**src/rtl/result_queue_arbiter.sv**
```systemverilog
// Round-robin arbiter that lets NUM_REQ burst producers share one result-queue
// write port through a single registered output stage.
module result_queue_arbiter #(
   parameter int unsigned NUM_REQ = 4,
   parameter int unsigned WIDTH   = 32
) (
   input  logic                       clk,
   input  logic                       resetn,
   input  logic [NUM_REQ-1:0]         req_valid,
   input  logic [NUM_REQ-1:0]         req_last,
   input  logic [NUM_REQ*WIDTH-1:0]   req_data,
   output logic [NUM_REQ-1:0]         req_ready,
   output logic                       rq_we,
   output logic [WIDTH-1:0]           rq_data,
   input  logic                       rq_full,
   output logic [$clog2(NUM_REQ)-1:0] grant_id,
   output logic                       busy
);

   localparam int unsigned GW = $clog2(NUM_REQ);

   typedef enum logic {
      S_IDLE  = 1'b0,
      S_BURST = 1'b1
   } state_e;

   state_e            state_q, state_d;
   logic [GW-1:0]     grant_id_q, grant_id_d;
   logic [GW-1:0]     rr_ptr_q, rr_ptr_d;
   logic              out_valid_q, out_valid_d;
   logic [WIDTH-1:0]  out_data_q, out_data_d;

   logic              sel_found;
   logic [GW-1:0]     sel_idx;
   logic [GW-1:0]     cand;
   logic              stage_free;
   logic              accept;
   logic [WIDTH-1:0]  gnt_data;
   logic              gnt_last;

   // First valid requester searching upward from rr_ptr+1, wrapping at NUM_REQ.
   always_comb begin
      sel_found = 1'b0;
      sel_idx   = '0;
      cand      = '0;
      for (int unsigned k = 1; k <= NUM_REQ; k++) begin
         cand = GW'((32'(rr_ptr_q) + k) % NUM_REQ);
         if (!sel_found && req_valid[cand]) begin
            sel_found = 1'b1;
            sel_idx   = cand;
         end
      end
   end

   // Output-stage handshake; a drain and a reload may happen in the same cycle.
   always_comb begin
      rq_we      = out_valid_q & ~rq_full;
      stage_free = ~out_valid_q | rq_we;
      gnt_data   = req_data[32'(grant_id_q)*WIDTH +: WIDTH];
      gnt_last   = req_last[grant_id_q];
      accept     = (state_q == S_BURST) & req_valid[grant_id_q] & stage_free;
      req_ready  = '0;
      if (state_q == S_BURST) begin
         req_ready[grant_id_q] = stage_free;
      end
   end

   always_comb begin
      state_d     = state_q;
      grant_id_d  = grant_id_q;
      rr_ptr_d    = rr_ptr_q;
      out_valid_d = out_valid_q;
      out_data_d  = out_data_q;

      case (state_q)
         S_IDLE: begin
            if (sel_found) begin
               grant_id_d = sel_idx;
               state_d    = S_BURST;
            end
         end
         S_BURST: begin
            if (accept && gnt_last) begin
               state_d  = S_IDLE;
               rr_ptr_d = grant_id_q;
            end
         end
         default: state_d = S_IDLE;
      endcase

      if (accept) begin
         out_valid_d = 1'b1;
         out_data_d  = gnt_data;
      end else if (rq_we) begin
         out_valid_d = 1'b0;
      end
   end

   always_ff @(posedge clk or negedge resetn) begin
      if (!resetn) begin
         state_q     <= S_IDLE;
         grant_id_q  <= '0;
         rr_ptr_q    <= GW'(NUM_REQ - 1);
         out_valid_q <= 1'b0;
         out_data_q  <= '0;
      end else begin
         state_q     <= state_d;
         grant_id_q  <= grant_id_d;
         rr_ptr_q    <= rr_ptr_d;
         out_valid_q <= out_valid_d;
         out_data_q  <= out_data_d;
      end
   end

   assign rq_data  = out_data_q;
   assign grant_id = grant_id_q;
   assign busy     = (state_q == S_BURST) | out_valid_q;

endmodule

```
**config.mk**
```make
export PLATFORM = sky130hd
export DESIGN_NAME = result_queue_arbiter
export DESIGN_NICKNAME = d
export VERILOG_FILES = /design/src/rtl/result_queue_arbiter.sv
export SDC_FILE = /design/constraint.sdc
export NUM_CORES = 1
export LEC_CHECK = 0
export ABC_AREA = 1
export CAP_MARGIN = 20
export CORE_ASPECT_RATIO = 1.25
export CORE_MARGIN = 2
export CORE_UTILIZATION = 36
export CTS_CLUSTER_SIZE = 14
export DETAILED_ROUTE_END_ITERATION = 8
export GPL_ROUTABILITY_DRIVEN = 0
export PLACE_DENSITY = 0.8
export SYNTH_ARGS = -nofsm -noshare
export SYNTH_HDL_FRONTEND = slang
export SYNTH_SLANG_ARGS = --single-unit
```
**constraint.sdc**
```tcl
create_clock -name clk -period 2.25 [get_ports clk]
set_input_delay 0.675 -clock clk [delete_from_list [all_inputs] [get_ports clk]]
set_output_delay 0.675 -clock clk [all_outputs]
set_load 0.02 [all_outputs]
```
---- After elaboration in Yosys (flattened, before gate mapping) ----
Cells that the tools add are included.
cells by class
  reduce and logical (&&, ||, !) cells .... 11
  shift-type cells ........................ 1
  $add $sub $neg .......................... 4
  multiplexer cells ....................... 28
  bitwise operators ....................... 9
  magnitude comparators ................... 6
operators by type and width
  operator             number
  $shiftx 128x8->32    1
  $lt 2x3->1 const B   5
  $mux 1               15
  $bmux 1 s2           6
  $mux 2               4
  $logic_and 1x1->1    5
  $add 2x1->2 const B  2
  $add 2x2->2 const B  2
  $and 4x4->4          1
  $mux 4               1
  $reduce_and 2->1     2
  $and 1x1->1          3
  $logic_not 1->1      3
  $not 1->1            3
  $demux 1 s2          1
  $ge 2x1->1 const B   1
  $or 1x1->1           2
  $pmux 1 s2           1
  $reduce_bool 2->1    1
storage, ports and cells
  output and inout bits ................... 40
  logic and storage cells ................. 64
  bits of input ports ..................... 139
  flip-flop bits (word level) ............. 38

---- Depth between registers and ports, before layout ----
  depth in word-level cells ............... 15
  mapped depth ............................ 12
  gate-level depth less buffers ........... 11

---- Worst setup path before layout ----
Ideal clock, no wire load.
  path type ............................... register -> output
  start ................................... register grant_id_q[0] (netlist: grant_id[0])
  end ..................................... output req_ready[0]
  setup slack ............................. 0.184 ns
  stages on the path, launching flop included .. 4
  path buffers ............................ 2
  arrival ................................. 1.391 ns
  data required time ...................... 1.575 ns
  cell sequence ........................... dfrtp_1 > buf_2 > buf_2 > nor3_1
between the ends
  word-level cells in the longest chain between the ends .. 6
  elaborated cells between the ends (all ways) .. 7
  classes of those cells .................. 2 x order compare; 3 x mux; 1 x bitwise; 1 x reduce/logical
RTL lines
  element                                                                line  source
  from (decl)                                                            28    logic [GW-1:0] grant_id_q, grant_id_d;
  from (signal assigned)                                                 108   grant_id_q <= grant_id_d;
  $lt 2x3->1 (implied by the code) / $ge 2x1->1 (equally long branches)  64    req_ready[grant_id_q] = stage_free;
  $logic_and 1x1->1 (implied by the code)                                64
  $mux 1 (implied by the code)                                           64
  $demux 1 s2 (*)                                                        64
  $and 4x4->4 (no line) (*)                                              -
  $mux 4 (*)                                                             63    if (state_q == S_BURST) begin
  to (decl)                                                              12    output logic [NUM_REQ-1:0] req_ready,
Mark *: on every way between the ends. The rest lies on a longest branch, timed or not.

---- Final worst setup path ----
  start ................................... register grant_id_q[0] (netlist: grant_id[0])
  end ..................................... output grant_id[0]
RTL lines
  element    line  source
  to (decl)  16    output logic [$clog2(NUM_REQ)-1:0] grant_id,
No word-level cell between the ends.

==> impl.org <==
** Logic synthesis
- By instance count, the leading cell after synthesis is nand2_1.
- In this run, synthesis produced a sequential element count of 38.
- Library cell with the largest summed area after synthesis :: dfrtp_1
- Summing every instance area after synthesis gives 0.00260 sq mm.
- Each instance of the synthesized netlist takes up on average roughly 6.7 sq um.
- Sorting the synthesized cells by area gives the leading types as dfrtp_1 (35%), nand2_1 (22%), nand3_1 (14%), o21ai_2 (7.7%), a21oi_1 (6.5%).
- Yosys mapped the design onto 22 distinct sky130hd cell types.
- For this run, the leading register cell type out of synthesis is dfrtp_1.
- When the netlist entered floorplanning its net count stood at ~530.
- Share of async-settable or async-resettable flops after synthesis :: 100%
- The synthesized design contains 0 enable-type register cells.
- Synthesis produced between 300 and 400 cells.
- After synthesis, the largest area contributor takes up between 30% and 40% of total cell area.
- Yosys printed 0 warnings.
- For this run, the register share of the synthesized area comes to between 30% and 40%.
- By count the netlist is led by nand2_1 (151), nand3_1 (72), dfrtp_1 (36).

** Power
- Combinational logic is responsible for a little over two thirds of the overall power.
- Peak supply drop :: 1.04 mV
- Summed over all nets, the switching power comes to 2.71 mW.
- Switching part of the total power :: approximately half
- Clock Power Share :: between 7 and 8%
- The design draws 5.60 mW.
- Leakage power total :: ~2.0 nW
- Power density normalized to cell area :: 1220 mW/mm^2
- Sequential fraction of design power :: between 20% and 30%
- Design internal power :: between 2 and 3 mW

** STA
- For the pin with the worst max-slew slack, the measured transition is around 0.36 ns.
- Final critical delay including setup and external delays :: ~2.2 ns
- Final critical-path share of the clock period :: between 90 and 100%
- Static timing analysis puts the maximum clock frequency at between 0.4 and 0.5 GHz.
- In this run the tightest slew margin relative to its limit is roughly 76%.
- Between clock sinks in the finished design, the worst skew comes to roughly 0.0058 ns.
- Worst path setup slack after routing :: ~0.053 ns
- The number of hold-slack violations in the final timing report came to 0.
- The final-report max-slew violation count was 0.
- Setup repair after global routing left no endpoint under its margin.
- Setup violations remaining at the end of the flow were counted as 0.

** Run status
- The run finished with clean final reports.

** Clocking
- In this run the number of H-tree levels came out at 2.
- Clk sink count :: 38
- Clock tree synthesis inserted a total of 5 buffers.
- Clock tree from TritonCTS :: built
- Clock-pin slew was measured on the worst setup and hold paths at approximately 0.08 ns.
- The tree is rooted in a clkbuf_8.
- For the worst-skew pair, the clock arrives at the later sink with an insertion delay of around 0.28 ns.
- The clock passes through at most 2 buffers.
- Hold-fix buffer count after cts :: 0

** Layout
- Final #Nets :: roughly 700
- The multi-input combinational cells in the finished layout cover a total of about 0.0014 sq mm.
- Area Overhead vs Synth :: 76.0%
- 0 antenna diodes ended up in the layout.
- After filler insertion, the fill cell instance count of the layout stands at 643.
- Share of layout cells above drive strength 1 :: 10.8%
- Post-layout instance count excluding filler cells :: approximately 650
- Area of all sequential standard cells :: around 950 sq um

** Drt
- Vias per inst :: approximately 5
- Summed over all layers, the routed wires come to between 9000 and 10000 um.
- For this run, the detailed router's first-pass iteration total came to 4.
- ANT nets after route :: 0
- Violation count after the first detailed-routing iteration :: between 150 and 200
- DRC violations left :: 0
- Across all layers, the routed design uses 3291 vias.
- Routed wire per std cell :: between 10 and 15 um

** Worst setup path
- Category of the most critical setup path :: flip-flop to primary output
- Worst reg2reg path startpoint :: grant_id[0]$_DFFE_PN0P_
- Type of element launching the critical path :: flip-flop
- Worst reg-to-reg path cell count :: 7
- Category of the worst setup path capture point :: primary output
- Critical Path Fanout Max :: 10
- STA puts the critical path data arrival time at 1.52 ns.
- CP Launch Point :: grant_id[0]$_DFFE_PN0P_
- The worst register-to-register path has a setup slack of 0.43 ns.
- Worst setup path endpoint :: grant_id[0]
- For the worst setup path, the data required time is 1.57 ns.
- The worst register-to-register path ends at rr_ptr_q[1]$_DFFE_PN1P_.

** Global route
- Global Route Usage Sum :: a little under a quarter
- The first global-routing pass estimated about 15000 um of wire.
- Global routing finished with a remaining overflow of 0.
- Largest net degree at the start of global routing :: 39
- The initial antenna violation count is 0.
- The via count of the first global-routing pass came to ~3200.

** Floorplanning
- Number of top-level pins :: ~180
- Die X :: roughly 80 um
- Die height :: about 99 um
- The floorplan has 34 rows.
- Initial standard-cell utilization of the core :: around 37%
- Die Area :: between 0.007 and 0.008 sq mm
- Core region area :: 0.00698 sq mm

** Place
- Detailed placement ended at an HPWL of approximately 7300 um.
- Timing analysis after detailed placement gives a worst setup slack of -0.501 ns.
- Placed Cells incl. Taps :: between 600 and 700
- Total of buffers placed on input and output ports :: roughly 180

** Worst hold path
- The path class of the tightest hold or removal check is input pin to asynchronous set/reset pin.

** Flow run
- Count of maximum capacitance violations :: 0
metal layers:
layer  up-vias  part of all wire (%)  track usage (%)
met1      1505                    39             27.5
met2       139                    53             42.4
met4         0                   1.9             7.04
met3        16                   6.8             3.85
met5         -                     0                0
li1       1631                     -                -
state kept, by name, summed over array words and instances (netlist names):
| name | flops |
|---|---|
| rq_data | 32 |
| rr_ptr_q | 2 |
| out_valid_q | 1 |
| state_q | 1 |
| grant_id | 2 |
power groups by stage:
stage	clock (mW)	sequential [mW]	combinational, mW
after floorplan	0	1.53	2.18
after detailed placement	0	1.24	3.94
after global routing	0.491	1.28	4.31
after CTS	0.453	1.24	3.94
after global placement	0	1.23	3.88
final	0.442	1.24	3.92
critical path: stages, from the launching register on:
cell,delay [ns]
dfrtp_2,0.47
buf_4,0.17
clkdlybuf4s50_1,0.61
cell usage in the layout, fill, tap and decap left out, drive strengths merged:
cell type,synthesis,layout
a21boi,1,1
nor2,7,7
clkbuf,11,8
nand3,72,72
a22oi,1,1
nor3,2,2
dfstp,2,2
inv,17,17
dlygate4sd2,0,2
o21ai,33,33
clkdlybuf4s50,0,171
nand4,4,4
nand2,151,151
dfrtp,36,36
a21oi,35,35
buf,14,22
worst min-delay path by stage:
stage / slack (ns) / start / end
4_1_cts: 0.35 / resetn / rq_data[19]$_DFFE_PN0P_
3_5_place_dp: 0.46 / state_q$_DFF_PN0_ / state_q$_DFF_PN0_
2_1_floorplan: 0.38 / resetn / grant_id[0]$_DFFE_PN0P_
5_1_grt: 0.35 / resetn / rq_data[19]$_DFFE_PN0P_
6_report: 0.35 / resetn / rq_data[19]$_DFFE_PN0P_
3_3_place_gp: 0.46 / state_q$_DFF_PN0_ / state_q$_DFF_PN0_
final cells by class:
cell class / instances / area share (%)
Multi-Input combinational cell: 306 / 31.6
Inverter: 17 / 1.39
Clock buffer: 8 / 1.75
Sequential cell: 38 / 20.9
Tap cell: 90 / 2.46
Timing Repair Buffer: 195 / 41.9
what timing repair did:
item,CTS,global route
endpoints found under the setup margin,6,3
pin swaps,2,0
resized for setup,20,3
setup buffers,1,0
stage by stage:
step           setup TNS (ns)  hold WS (ns)  utilization [%]  area (sq um)
2_1_floorplan               0         0.379                -          2600
3_3_place_gp            -2.21         0.460             64.6          4510
3_5_place_dp            -2.19         0.463             64.6          4510
4_1_cts                     0         0.354             65.7          4580
5_1_grt                     0         0.351             65.6          4580
6_report                    0         0.351             65.6          4580
cells by family after synthesis:
group,share of synthesized area (%)
simple gates,38.3
compound gates,17.1
buf+inv,7.94
flops,36.7
No activity file was read; power rests on OpenSTA's default activity.
